--- src/rtl/cordic_sincos.sv ---
// Iterative CORDIC rotation-mode engine producing cos(theta) and sin(theta)
// in signed fixed point, with start/done/clk_en handshake and a busy flag.
module cordic_sincos #(
   parameter int WIDTH = 23,
   parameter int FRAC  = 21,
   parameter int ITERS = 16,
   parameter int GUARD = 3
) (
   input  logic             clk,
   input  logic             reset,
   input  logic             clk_en,
   input  logic             start,
   input  logic [WIDTH-1:0] fixedPoint_theta,
   output logic [WIDTH-1:0] fixedPoint_cos,
   output logic [WIDTH-1:0] fixedPoint_sin,
   output logic             busy,
   output logic             done
);

   localparam int IW        = WIDTH + GUARD + 1;
   localparam int SCALE     = FRAC + GUARD;
   localparam int IDXW      = (ITERS > 1) ? $clog2(ITERS) : 1;
   localparam int ITERS_MAX = (FRAC + 1 < 24) ? FRAC + 1 : 24;

   generate
      if (ITERS < 4 || ITERS > ITERS_MAX) begin : g_bad_iters
         $error("cordic_sincos: ITERS out of legal range");
      end
   endgenerate

   function automatic real scale_f();
      real s;
      s = 1.0;
      for (int unsigned k = 0; k < SCALE; k++) s = s * 2.0;
      return s;
   endfunction

   // atan(2^-i) by power series; converges fast for i >= 1, i = 0 is pi/4
   function automatic real atan_pow2(input int unsigned i);
      real x, term, acc;
      if (i == 0) return 0.78539816339744830962;
      x = 1.0;
      for (int unsigned k = 0; k < i; k++) x = x / 2.0;
      acc  = 0.0;
      term = x;
      for (int unsigned n = 0; n < 40; n++) begin
         if (n % 2 == 0) acc = acc + term / real'(2 * n + 1);
         else            acc = acc - term / real'(2 * n + 1);
         term = term * x * x;
      end
      return acc;
   endfunction

   // Gain = prod 1/sqrt(1 + 4^-i) over the iterations actually performed
   function automatic real cordic_gain();
      real k2, p, g;
      k2 = 1.0;
      p  = 1.0;
      for (int unsigned i = 0; i < ITERS; i++) begin
         k2 = k2 / (1.0 + p);
         p  = p / 4.0;
      end
      g = 1.0;
      for (int unsigned n = 0; n < 40; n++) g = 0.5 * (g + k2 / g);
      return g;
   endfunction

   function automatic logic [ITERS*IW-1:0] build_atan();
      logic [ITERS*IW-1:0] t;
      t = '0;
      for (int unsigned i = 0; i < ITERS; i++)
         t[i*IW +: IW] = IW'(longint'(atan_pow2(i) * scale_f()));
      return t;
   endfunction

   localparam logic [ITERS*IW-1:0] ATAN_TBL = build_atan();
   localparam logic signed [IW-1:0] K_INIT  = IW'(longint'(cordic_gain() * scale_f()));

   function automatic logic [WIDTH-1:0] trunc_sat(input logic signed [IW-1:0] v);
      logic signed [WIDTH:0] t;
      t = v[IW-1:GUARD];
      if (t[WIDTH] != t[WIDTH-1])
         return t[WIDTH] ? {1'b1, {(WIDTH-1){1'b0}}} : {1'b0, {(WIDTH-1){1'b1}}};
      return t[WIDTH-1:0];
   endfunction

   typedef enum logic [1:0] {
      ST_IDLE,
      ST_ROTATE,
      ST_DONE
   } state_t;

   state_t                 state_q, state_d;
   logic signed [IW-1:0]   x_q, y_q, z_q;
   logic signed [IW-1:0]   x_d, y_d, z_d;
   logic [IDXW-1:0]        i_q, i_d;
   logic [WIDTH-1:0]       cos_d, sin_d;
   logic                   busy_d, done_d;
   logic signed [IW-1:0]   x_sh, y_sh, atan_i, theta_ext;
   logic signed [IW-1:0]   atan_rom [ITERS];

   for (genvar g = 0; g < ITERS; g++) begin : g_rom
      assign atan_rom[g] = ATAN_TBL[g*IW +: IW];
   end

   assign theta_ext = IW'($signed(fixedPoint_theta));
   assign x_sh      = x_q >>> i_q;
   assign y_sh      = y_q >>> i_q;
   assign atan_i    = atan_rom[i_q];

   always_comb begin
      state_d = state_q;
      x_d     = x_q;
      y_d     = y_q;
      z_d     = z_q;
      i_d     = i_q;
      cos_d   = fixedPoint_cos;
      sin_d   = fixedPoint_sin;
      busy_d  = busy;
      done_d  = 1'b0;
      case (state_q)
         ST_IDLE: begin
            if (start) begin
               x_d     = K_INIT;
               y_d     = '0;
               z_d     = theta_ext <<< GUARD;
               i_d     = '0;
               busy_d  = 1'b1;
               state_d = ST_ROTATE;
            end
         end
         ST_ROTATE: begin
            if (!z_q[IW-1]) begin
               x_d = x_q - y_sh;
               y_d = y_q + x_sh;
               z_d = z_q - atan_i;
            end else begin
               x_d = x_q + y_sh;
               y_d = y_q - x_sh;
               z_d = z_q + atan_i;
            end
            i_d = i_q + IDXW'(1);
            // busy drops with the final rotation, so it spans exactly ITERS cycles
            if (i_q == IDXW'(ITERS - 1)) begin
               busy_d  = 1'b0;
               state_d = ST_DONE;
            end
         end
         ST_DONE: begin
            cos_d   = trunc_sat(x_q);
            sin_d   = trunc_sat(y_q);
            done_d  = 1'b1;
            busy_d  = 1'b0;
            state_d = ST_IDLE;
         end
         default: state_d = ST_IDLE;
      endcase
   end

   always_ff @(posedge clk) begin
      if (reset) begin
         state_q        <= ST_IDLE;
         x_q            <= '0;
         y_q            <= '0;
         z_q            <= '0;
         i_q            <= '0;
         fixedPoint_cos <= '0;
         fixedPoint_sin <= '0;
         busy           <= 1'b0;
         done           <= 1'b0;
      end else if (clk_en) begin
         state_q        <= state_d;
         x_q            <= x_d;
         y_q            <= y_d;
         z_q            <= z_d;
         i_q            <= i_d;
         fixedPoint_cos <= cos_d;
         fixedPoint_sin <= sin_d;
         busy           <= busy_d;
         done           <= done_d;
      end
   end

endmodule

--- config.mk ---
export PLATFORM = sky130hd
export DESIGN_NAME = cordic_sincos
export DESIGN_NICKNAME = d
export VERILOG_FILES = /design/src/rtl/cordic_sincos.sv
export SDC_FILE = /design/constraint.sdc
export NUM_CORES = 1
export LEC_CHECK = 0
export ABC_CLOCK_PERIOD_IN_PS = 8600
export CAP_MARGIN = 15
export CORE_MARGIN = 5
export CORE_UTILIZATION = 40
export DETAILED_ROUTE_END_ITERATION = 8
export PLACE_DENSITY = 0.55
export SKIP_CTS_REPAIR_TIMING = 1
export SLEW_MARGIN = 30
export SYNTH_ARGS = -nofsm -noshare
export SYNTH_HDL_FRONTEND = slang
export SYNTH_SLANG_ARGS = --single-unit
--- constraint.sdc ---
create_clock -name clk -period 8.6 [get_ports clk]
set_input_delay 1.72 -clock clk [delete_from_list [all_inputs] [get_ports clk]]
set_output_delay 1.72 -clock clk [all_outputs]
set_load 0.005 [all_outputs]
==> metrics.txt <==
CTS max path bufs 2; RSZ-0062 raised after global routing false; placed insts 2160; routed wire length 45800 um; Synth warnings 0; post-synthesis sequential area ratio between 10% and 20%; Layout Skew between 8 and 9 ps; Top-Level Pins 75; clock-pin slew on the worst setup and hold paths 70 ps; gr usage total 23.6%; Hold/Removal Path Class flop to flop; CTS tree built; Cell Rows 67; vias ~13k; PD cells 158 nW/um2; share of cells above drive strength 1 between 9 and 10%; Syn Area/Cell 7.86 um2; DP Wirelength about 33000 um; total global routing overflow 0; internal power component 1.56 mW; core area 33600 um2; CTS buffer count 17; largest net degree at the start of global routing 71; Lkg Pwr 6.15 nW; Tot Pwr 2.42 mW; Layout Cells excl Fill 2192; FF+latch count, synth 135; Top FF cell, synth dfxtp_1; Worst Path Arrival 6630 ps; crit end category flop; Final Cycle Share 73.7%; Post-Synthesis Cells around 1.7k; status completed; initial antenna violation count 0; Synth-to-Final Area Change 11.8%; Comb power frac 36.0%; achievable clock frequency 158 MHz; worst skew pair latency 450 ps; Setup CP Type flop to flop; H-Tree Depth 4; Final nets between 1.5k and 2k; DIE WIDTH a little under 200 um; mapped cell area 13700 um2; hold slack 464 ps; Post-DRT Antenna Nets 0; WL/cell 20.9 um; die area 38000 um2; initial core utilization 40.7%; Clk pwr share 35.1%; first-pass GRT wire length 72200 um; CP Max Fanout 61; Worst EP required 8900 ps; Max VDD drop 0.151 mV; Post-route DRC 0; Period minus WS final 6330 ps; root buf cell clkbuf_16; syn nets 1869; startpoint types flop; Routability Congestion 0.950; DR iter-0 viols slightly above 1k; die outline height 195 um; fill cell count 3371; Post-synth EDFFs 0; Final Max Tran Viols 0; n_diodes 0; switching share of power 35.6%; Rel. slew slack 39.7%; net switching power about 860 uW; TritonRoute pass-1 iters 7; Max Cap Viol 0; Hold Vio Cnt, Final 0; Port Buffers 74; vias in the first global route 12.9k; vias per cell 5.99; ys async rst share 0%; Setup TNS Final 0 ps; Sequential Power Share 28.9%; clk sinks 135; slew of the pin with the lowest slew margin 903 ps; Yosys cell types 78; endpoints failing setup 0
final timing paths:
| path | startpoint | endpoint | slack, ps | depth (start not counted) |
|---|---|---|---|---|
| setup reg to reg | i_q[1] | y_q[26] | 2270 | 22 |
| hold / removal | z_q[2] | z_q[2] | 460 | 2 |
| hold reg to reg | z_q[2] | z_q[2] | 460 | 2 |
| setup / recovery | i_q[1] | y_q[26] | 2270 | 22 |
per-layer routing:
metal  up-vias  global-route usage (%)  share of wire (%)
met4         0                    8.33                3.3
li1       6358                       -                  -
met3        67                    3.91                5.0
met1      6332                    29.9                 44
met5         -                       0                  0
met2       365                    40.6                 48
metrics by stage:
stage                     setup WS, ps  instance area (um2)  util, %
after floorplan                   3120                13700        -
after global placement            2480                14600     43.5
after detailed placement          2390                14600     43.5
after CTS                         2380                15300     45.4
after global routing              1780                15300     45.4
final                             2270                15300     45.4
power by group through the flow:
| stage | sequential [mW] | clock [mW] | combinational [mW] |
|---|---|---|---|
| after floorplan | 0.679 | 0 | 0.696 |
| after global placement | 0.711 | 0 | 0.858 |
| after detailed placement | 0.711 | 0 | 0.861 |
| after CTS | 0.697 | 0.863 | 0.867 |
| after global routing | 0.700 | 0.893 | 0.971 |
| final | 0.699 | 0.849 | 0.871 |
cell usage in the layout, fill, tap and decap left out, types with 55 or more instances in the layout:
cell / count
a21oi_1: 221
nor2_1: 190
o21ai_0: 131
dfxtp_1: 130
nand2_1: 113
ha_1: 101
xnor2_1: 76
clkdlybuf4s50_1: 73
inv_1: 57
nor3_1: 57
xor2_1: 55
synthesized netlist by cell type (23+ instances only):
cell | count | area share [%]
a21o_1 | 35 | 1.9
a21oi_1 | 221 | 8.1
a31oi_1 | 23 | 1.1
clkbuf_1 | 76 | 2.1
dfxtp_1 | 135 | 20
ha_1 | 101 | 9.2
inv_1 | 57 | 1.6
mux2_2 | 30 | 2.5
mux2i_1 | 45 | 3.3
mux4_2 | 51 | 8.4
nand2_1 | 114 | 3.1
nand3_1 | 32 | 1.2
nor2_1 | 191 | 5.2
nor3_1 | 57 | 2.1
o21ai_0 | 133 | 4.9
xnor2_1 | 76 | 4.9
xor2_1 | 55 | 3.5
layout make-up:
cell class / count / area [um2] / area share (%)
Tap cell: 448 / 561 / 3.67
Timing Repair Buffer: 93 / 881 / 5.77
Clock inverter: 11 / 193 / 1.26
Multi-Input combinational cell: 1426 / 10200 / 67.0
Inverter: 58 / 218 / 1.43
Clock buffer: 21 / 470 / 3.08
Sequential cell: 135 / 2710 / 17.8
state kept, by name, indices dropped and copies added (netlist names):
signal          count
done                1
busy                1
fixedPoint_sin     23
state_q             2
fixedPoint_cos     23
i_q                 4
y_q                27
z_q                27
x_q                27
kinds of logic after synthesis:
group | count (synthesis) | share of synthesized area [%]
adder cells (fa/ha/maj) | 104 | 9.69
XOR/XNOR | 131 | 8.39
AND/OR/NAND/NOR | 497 | 16.8
flip-flops | 135 | 19.8
multiplexers | 130 | 14.9
buffers and inverters | 177 | 5.38
AO/OA/AOI/OAI | 564 | 25.0
worst max-delay path, stage by stage, from the launching register on:
cell,delay [ps]
dfxtp_4,910
buf_4,570
mux4_1,700
mux2_2,300
mux2i_1,280
nand3_1,140
nor2_1,290
nand4_1,150
or2_2,330
nor2_1,110
nor2_1,60
xnor2_1,150
ha_1,350
a21o_1,180
a21oi_1,140
nor2b_1,60
a311oi_1,230
o21ai_0,200
a31oi_1,330
o21ai_0,220
a31oi_1,250
xnor2_1,130
o21ai_0,80
Note: power is estimated with default switching activity, not from simulation.
